### src/rtl/ariane_axi_soc_pkg.sv
// AXI-Lite channel bundles for the SoC configuration bus.
// 32-bit address and data.
package ariane_axi_soc;

  localparam logic [1:0] RespOkay   = 2'b00;
  localparam logic [1:0] RespSlvErr = 2'b10;

  typedef struct packed {
    logic [31:0] addr;
    logic [2:0]  prot;
  } ax_chan_lite_t;

  typedef struct packed {
    logic [31:0] data;
    logic [3:0]  strb;
  } w_chan_lite_t;

  typedef struct packed {
    logic [1:0] resp;
  } b_chan_lite_t;

  typedef struct packed {
    logic [31:0] data;
    logic [1:0]  resp;
  } r_chan_lite_t;

  typedef struct packed {
    ax_chan_lite_t aw;
    logic          aw_valid;
    w_chan_lite_t  w;
    logic          w_valid;
    logic          b_ready;
    ax_chan_lite_t ar;
    logic          ar_valid;
    logic          r_ready;
  } req_lite_t;

  typedef struct packed {
    logic         aw_ready;
    logic         w_ready;
    b_chan_lite_t b;
    logic         b_valid;
    logic         ar_ready;
    r_chan_lite_t r;
    logic         r_valid;
  } resp_lite_t;

endpackage

### src/rtl/ariane_soc_pkg.sv
// TLB configuration entry layout and register word indices.
// Shared by the config register block and its consumers.
package ariane_soc;

  typedef struct packed {
    logic [31:0] first_page;
    logic [31:0] last_page;
    logic [31:0] base_page;
    logic        valid;
    logic        read_only;
  } tlb_cfg_entry_t;

  localparam logic [1:0] WordFirst = 2'd0;
  localparam logic [1:0] WordLast  = 2'd1;
  localparam logic [1:0] WordBase  = 2'd2;
  localparam logic [1:0] WordFlags = 2'd3;

endpackage

### src/rtl/axi_lite_tlb_cfg_regs.sv
// AXI-Lite register file holding TLB range entries.
// Independent single-outstanding write and read channels.
module axi_lite_tlb_cfg_regs
  import ariane_soc::*;
#(
  parameter int unsigned NumEntries       = 8,
  parameter int unsigned AxiLiteAddrWidth = 32,
  parameter int unsigned AxiLiteDataWidth = 32
) (
  input  logic                            clk_i,
  input  logic                            rst_i,
  input  ariane_axi_soc::req_lite_t       axi_lite_req_i,
  output ariane_axi_soc::resp_lite_t      axi_lite_resp_o,
  output tlb_cfg_entry_t [NumEntries-1:0] entries_o,
  output logic                            update_o
);

  if (AxiLiteDataWidth != 32 || NumEntries > 256 ||
      NumEntries < 1 || AxiLiteAddrWidth < 12) begin : g_bad_cfg
    $error("axi_lite_tlb_cfg_regs: illegal parameters");
  end

  typedef enum logic {W_IDLE, W_RESP} w_state_e;
  typedef enum logic {R_IDLE, R_RESP} r_state_e;

  w_state_e w_state_q, w_state_d;
  r_state_e r_state_q, r_state_d;

  tlb_cfg_entry_t [NumEntries-1:0] entries_q;
  tlb_cfg_entry_t rd_entry;

  logic [1:0]  b_resp_q;
  logic        update_q;
  logic [31:0] r_data_q;
  logic [1:0]  r_resp_q;

  logic       aw_hs, ar_hs;
  logic [7:0] w_idx, r_idx;
  logic [1:0] w_word, r_word;
  logic       w_in_range, r_in_range;
  logic       unused_bits;

  function automatic logic [31:0] merge(
    input logic [31:0] old,
    input logic [31:0] wd,
    input logic [3:0]  strb
  );
    logic [31:0] res;
    res = old;
    for (int b = 0; b < 4; b++) begin
      if (strb[b]) res[8*b +: 8] = wd[8*b +: 8];
    end
    return res;
  endfunction

  function automatic tlb_cfg_entry_t write_word(
    input tlb_cfg_entry_t e,
    input logic [1:0]     word,
    input logic [31:0]    wd,
    input logic [3:0]     strb
  );
    tlb_cfg_entry_t res;
    res = e;
    unique case (word)
      WordFirst: res.first_page = merge(e.first_page, wd, strb);
      WordLast:  res.last_page  = merge(e.last_page, wd, strb);
      WordBase:  res.base_page  = merge(e.base_page, wd, strb);
      WordFlags: begin
        // Only the two flag bits exist; both live in byte 0.
        if (strb[0]) begin
          res.valid     = wd[0];
          res.read_only = wd[1];
        end
      end
    endcase
    return res;
  endfunction

  function automatic logic [31:0] read_word(
    input tlb_cfg_entry_t e,
    input logic [1:0]     word
  );
    logic [31:0] res;
    res = '0;
    unique case (word)
      WordFirst: res = e.first_page;
      WordLast:  res = e.last_page;
      WordBase:  res = e.base_page;
      WordFlags: res = {30'b0, e.read_only, e.valid};
    endcase
    return res;
  endfunction

  assign w_idx      = axi_lite_req_i.aw.addr[11:4];
  assign w_word     = axi_lite_req_i.aw.addr[3:2];
  assign r_idx      = axi_lite_req_i.ar.addr[11:4];
  assign r_word     = axi_lite_req_i.ar.addr[3:2];
  assign w_in_range = 32'(w_idx) < NumEntries;
  assign r_in_range = 32'(r_idx) < NumEntries;

  assign aw_hs = (w_state_q == W_IDLE) &&
                 axi_lite_req_i.aw_valid &&
                 axi_lite_req_i.w_valid;
  assign ar_hs = (r_state_q == R_IDLE) &&
                 axi_lite_req_i.ar_valid;

  assign unused_bits = ^{axi_lite_req_i.aw.prot,
                         axi_lite_req_i.aw.addr[31:12],
                         axi_lite_req_i.aw.addr[1:0],
                         axi_lite_req_i.ar.prot,
                         axi_lite_req_i.ar.addr[31:12],
                         axi_lite_req_i.ar.addr[1:0]};

  always_comb begin
    rd_entry = '0;
    for (int unsigned e = 0; e < NumEntries; e++) begin
      if (32'(r_idx) == e) rd_entry = entries_q[e];
    end
  end

  always_comb begin
    w_state_d = w_state_q;
    unique case (w_state_q)
      W_IDLE: if (aw_hs) w_state_d = W_RESP;
      W_RESP: if (axi_lite_req_i.b_ready) w_state_d = W_IDLE;
    endcase
  end

  always_comb begin
    r_state_d = r_state_q;
    unique case (r_state_q)
      R_IDLE: if (ar_hs) r_state_d = R_RESP;
      R_RESP: if (axi_lite_req_i.r_ready) r_state_d = R_IDLE;
    endcase
  end

  always_ff @(posedge clk_i or posedge rst_i) begin
    if (rst_i) begin
      w_state_q <= W_IDLE;
      r_state_q <= R_IDLE;
    end else begin
      w_state_q <= w_state_d;
      r_state_q <= r_state_d;
    end
  end

  always_ff @(posedge clk_i or posedge rst_i) begin
    if (rst_i) begin
      entries_q <= '0;
      b_resp_q  <= ariane_axi_soc::RespOkay;
      update_q  <= 1'b0;
      r_data_q  <= '0;
      r_resp_q  <= ariane_axi_soc::RespOkay;
    end else begin
      update_q <= aw_hs && w_in_range;
      if (aw_hs) begin
        b_resp_q <= w_in_range ? ariane_axi_soc::RespOkay
                               : ariane_axi_soc::RespSlvErr;
        for (int unsigned e = 0; e < NumEntries; e++) begin
          if (w_in_range && 32'(w_idx) == e) begin
            entries_q[e] <= write_word(entries_q[e], w_word,
                                       axi_lite_req_i.w.data,
                                       axi_lite_req_i.w.strb);
          end
        end
      end
      // Captured from pre-edge state, so a colliding write is not seen.
      if (ar_hs) begin
        r_data_q <= r_in_range ? read_word(rd_entry, r_word) : '0;
        r_resp_q <= r_in_range ? ariane_axi_soc::RespOkay
                               : ariane_axi_soc::RespSlvErr;
      end
    end
  end

  always_comb begin
    axi_lite_resp_o          = '0;
    axi_lite_resp_o.aw_ready = aw_hs;
    axi_lite_resp_o.w_ready  = aw_hs;
    axi_lite_resp_o.b_valid  = (w_state_q == W_RESP);
    axi_lite_resp_o.b.resp   = b_resp_q;
    axi_lite_resp_o.ar_ready = (r_state_q == R_IDLE);
    axi_lite_resp_o.r_valid  = (r_state_q == R_RESP);
    axi_lite_resp_o.r.data   = r_data_q;
    axi_lite_resp_o.r.resp   = r_resp_q;
  end

  assign entries_o = entries_q;
  assign update_o  = update_q;

endmodule

### config.mk
export PLATFORM = sky130hd
export DESIGN_NAME = axi_lite_tlb_cfg_regs
export DESIGN_NICKNAME = d
export VERILOG_FILES = /design/src/rtl/ariane_axi_soc_pkg.sv /design/src/rtl/ariane_soc_pkg.sv /design/src/rtl/axi_lite_tlb_cfg_regs.sv
export SDC_FILE = /design/constraint.sdc
export NUM_CORES = 2
export LEC_CHECK = 0
export BUFFER_PORTS_ARGS = -buffer_cell sky130_fd_sc_hd__clkbuf_2
export CAP_MARGIN = 20
export CORE_AREA = 2 2 362 364
export DETAILED_ROUTE_END_ITERATION = 16
export DIE_AREA = 0 0 364 366
export GPL_TIMING_DRIVEN = 0
export SYNTH_ARGS = -nofsm -noshare
export SYNTH_HDL_FRONTEND = slang
export SYNTH_SLANG_ARGS = --single-unit
### constraint.sdc
create_clock -name clk_i -period 35 [get_ports clk_i]
set_clock_uncertainty 0.15 [all_clocks]
set_input_delay 3.5 -clock clk_i [delete_from_list [all_inputs] [get_ports clk_i]]
set_output_delay 3.5 -clock clk_i [all_outputs]
set_load 0.01 [all_outputs]
* Yosys cells after proc, flatten, opt, wreduce, memory -nomap -nowiden
Cells that the tools add are included. Widths: inputs -> output; s select.
Storage, ports and cells: flip-flop bits (word level) 823, input bits 113
Cells by class: order comparisons 2, eq/ne operators 20, muxes and demuxes 18, bitwise gates (word level) 2, reduce and logical (&&, ||, !) cells 120
Operators by type and width (count):
- $mux 98 | 8
- $reduce_and 4->1 | 104
- $pmux 32 s4 | 1
- $eq 8x3->1 const B | 8
- $eq 8x2->1 const B | 4
- $mux 32 | 1
- $eq 8x1->1 const B | 2
- $logic_not 8->1 | 2
- $lt 8x4->1 const B | 2
- $logic_and 1x1->1 | 12
- $eq 2x2->1 const B | 4
- $eq 2x1->1 const B | 2
- $logic_not 2->1 | 2
- $mux 1 | 4
- $mux 2 | 2
- $pmux 1 s2 | 2
- $not 1->1 | 2

* Logic depth before layout (Yosys ltp)
depth in word-level cells 11, mapped depth 10

* Worst setup path before layout
Ideal clock, no wire load.
path kind input port to output port, from input port axi_lite_req_i[38] (netlist name), to output port axi_lite_resp_o[39] (netlist name), arrival 4.073 ns, data required time 31.350 ns, path slack 27.277 ns, cell stages on the path 4, buffers on the path 2, cells stage by stage nand2_1 -> nor2_1 -> clkbuf_1 -> buf_4
On the way: longest elaborated chain between the ends 1
Ends and longest elaborated chain:
- from (decl) | RTL line axi_lite_tlb_cfg_regs.sv:12 | input ariane_axi_soc::req_lite_t axi_lite_req_i,
- $logic_and 1x1->1 | RTL line axi_lite_tlb_cfg_regs.sv:102 | axi_lite_req_i.aw_valid &&
- to (decl) | RTL line axi_lite_tlb_cfg_regs.sv:13 | output ariane_axi_soc::resp_lite_t axi_lite_resp_o,
Every way passes these cells.

* Worst setup path after layout
from input port axi_lite_req_i[38] (netlist name), to output port axi_lite_resp_o[40] (netlist name)
The elaborated chain is that of the path after synthesis.

==> flow_metrics.env <==
export IMPL_status="completed"
export IMPL_rsz0062_at_grt="false"
export IMPL_grt_usage_pct=38.9
export IMPL_period_minus_slack_ns=8.83
export IMPL_path_clk_slew_ns=0.06
export IMPL_fin_nets=4095
export IMPL_fmax_ghz=0.113
export IMPL_dr_wl_met3_mm=36.6
export IMPL_max_slew_margin_pct=18.3
export IMPL_critPathKind="primary input to output port"
export IMPL_dpl_cell_count=5628
export IMPL_post_cts_buffers=0
export IMPL_end_kind="output port"
export IMPL_power_internal_uw=1630
export IMPL_synth_area_mm2=0.0384
export IMPL_die_h_um=366
export IMPL_p_clk_share_pct=48.4
export IMPL_ys_ff_latch=821
export IMPL_layout_common_cells="clkbuf_2 (902), mux2_2 (849), dfrtp_1 (821), nand2_1 (133), a21oi_1 (130)"
export IMPL_crit_arrival_ns=5.18
export IMPL_grt_max_degree=125
export IMPL_ios=939
export IMPL_syn_inst=2957
export IMPL_hold_viol_final=0
export IMPL_p_leak_uw=0.0251
export IMPL_tightest_slew_ns=1.23
export IMPL_synth_largest_area_cell="dfrtp_1"
export IMPL_dr_first_iter_drc_count=5335
export IMPL_dpl_hpwl_mm=194
export IMPL_share_seq_of_total_power_pct=42.8
export IMPL_drc=0
export IMPL_powerDensity_mw_per_mm2=45.4
export IMPL_tns_ns=0
export IMPL_comb_power_share_pct=8.8
export IMPL_ys_types=73
export IMPL_std_cell_rows=132
export IMPL_critPathLaunchType="primary input"
export IMPL_die_area_mm2=0.133
export IMPL_swShare_pct=27.1
export IMPL_cts_hold_buf=0
export IMPL_yosysSeqAreaShare_pct=53.5
export IMPL_ctsRootBufferMaster="clkbuf_16"
export IMPL_ctsHtreeMaxLevel=3
export IMPL_place_congestion=0.928
export IMPL_drive_above_1_share_pct=53.7
export IMPL_net_switching_power_uw=606
export IMPL_top_layer="met5"
export IMPL_antenna_left=0
export IMPL_synthFlopType="dfrtp_1"
export IMPL_routed_via_density=6.05
export IMPL_stdcell_count=5821
export IMPL_wl_met2_mm=116
export IMPL_wirelength_mm=267
export IMPL_grt_ovfl_total=0
export IMPL_via_count=35200
export IMPL_firstDrtPassIters=9
export IMPL_synth_top_area_share_pct=53.5
export IMPL_tritoncts="built"
export IMPL_cap_violations=0
export IMPL_areaGrowthSynthToFinish_pct=28.3
export IMPL_synth_edf_count=0
export IMPL_cts_resized=0
export IMPL_coreArea_mm2=0.129
export IMPL_io_buffers=881
export IMPL_first_global_vias=33400
export IMPL_hold_class="flip-flop to flip-flop"
export IMPL_report_final_setup_viol=0
export IMPL_routedWlPerCell_um=45.9
export IMPL_synthArstFlopShare_pct=100
export IMPL_antenna_found_initial=45
export IMPL_grt_pass1_wl_mm=339
export IMPL_yosys_warnings=0
export IMPL_cts_sinks=821
export IMPL_ir_drop_mv=0.0424
export IMPL_numCtsBuffers=94
export IMPL_clk_latency_ns=0.75
export IMPL_hold_slack_ns=0.341
export IMPL_crit_fanout=6
export IMPL_fillers=12800
export IMPL_clockBufferDepth=3
export IMPL_min_period_over_period_pct=25.2
export IMPL_final_common_cell="clkbuf_2"
export IMPL_start_util_pct=29.8
export IMPL_utilization_pct=38.2
export IMPL_slew_violations=0
export IMPL_critPathRequiredTime_ns=31.35
export IMPL_syn_area_per_cell_um2=13.0
export IMPL_synth_area_leaders="dfrtp_1 (54%), mux2_2 (25%), mux2i_1 (3.0%)"
export IMPL_die_x_um=364
export IMPL_met1_length_mm=94.7
==> synthesized netlist by cell type, drive strengths merged, types with 7 or more instances <==
cell / instances
a22oi: 43
mux2: 853
a221o: 9
inv: 9
nand2: 161
a21oi: 131
o22ai: 31
mux4: 33
a211oi: 19
nor2: 136
a22o: 8
mux2i: 114
a32o: 9
nand2b: 10
dfrtp: 821
o31ai: 8
a221oi: 32
nand4: 7
buf: 97
nor2b: 16
a31oi: 15
clkbuf: 123
nand3: 18
nor3: 18
o21ai: 116
and2: 7
o221ai: 20
o211ai: 8
==> power by group through the flow <==
stage	Combinational, µW	Clock (µW)	Sequential, µW
CTS	187	1080	957
detailed placement	187	0	974
global route	195	1120	957
finish	198	1080	957
floorplan	69.6	0	976
global placement	176	0	976
==> flip-flops by register name, indices dropped and copies added, names as in the netlist <==
signal	flops
r_resp_q	1
update_o	1
r_data_q	32
r_state_q	1
b_resp_q	1
entries_o	784
w_state_q	1
==> logic make-up after synthesis <==
kind of cell | after synthesis | share of synthesized area (%)
mux | 1000 | 29.9
flops | 821 | 53.5
compound gates | 502 | 8.55
simple gates | 403 | 5.32
buf+inv | 230 | 2.66
other cells | 1 | 0.00977
==> cell type report <==
| cell class | count | area [µm²] | area share, % |
|---|---|---|---|
| Tap cell | 1742 | 2180 | 4.43 |
| Clock inverter | 34 | 490 | 0.996 |
| Multi-Input combinational cell | 1907 | 16800 | 34.2 |
| Clock buffer | 138 | 2820 | 5.73 |
| Buffer | 220 | 1020 | 2.06 |
| Timing Repair Buffer | 928 | 5250 | 10.7 |
| Antenna cell | 21 | 52.6 | 0.107 |
| Inverter | 10 | 45.0 | 0.0915 |
| Sequential cell | 821 | 20500 | 41.7 |
==> worst max-delay path: stages <==
cell	delay, ns
clkbuf_2	0.08
nand2_1	0.05
nor2_1	0.35
clkbuf_1	0.69
buf_8	0.25
buf_4	0.12
clkbuf_2	0.12
==> per-stage QoR <==
step                      power (µW)  area, µm²  setup slack (ns)
after floorplan                 1050      38400              8.29
after global placement          1150      45000             -2.00
after detailed placement        1160      45900             26.29
after CTS                       2230      49200             26.28
after global routing            2270      49200             26.22
final                           2240      49200             26.17
==> path summary, 6_finish.rpt <==
| kind | startpoint | cells after the start | endpoint | slack [ns] |
|---|---|---|---|---|
| max in group asynchronous | rst_i | 5 | entries_o[248] | 29.59 |
| min reg2reg | r_data_q[29] | 2 | r_data_q[29] | 0.34 |
| max | axi_lite_req_i[38] | 7 | axi_lite_resp_o[40] | 26.17 |
| min in group asynchronous | rst_i | 2 | w_state_q | 2.76 |
| min | r_data_q[29] | 2 | r_data_q[29] | 0.34 |
| max reg2reg | w_state_q | 7 | entries_o[182] | 31.23 |
==> layer usage <==
layer  up-vias  track usage [%]
li1      13100                -
met1     18300             45.1
met2      2993             58.0
met3       882             18.0
met4        24             24.3
met5         -                0
Note: power is estimated with default switching activity, not from simulation.
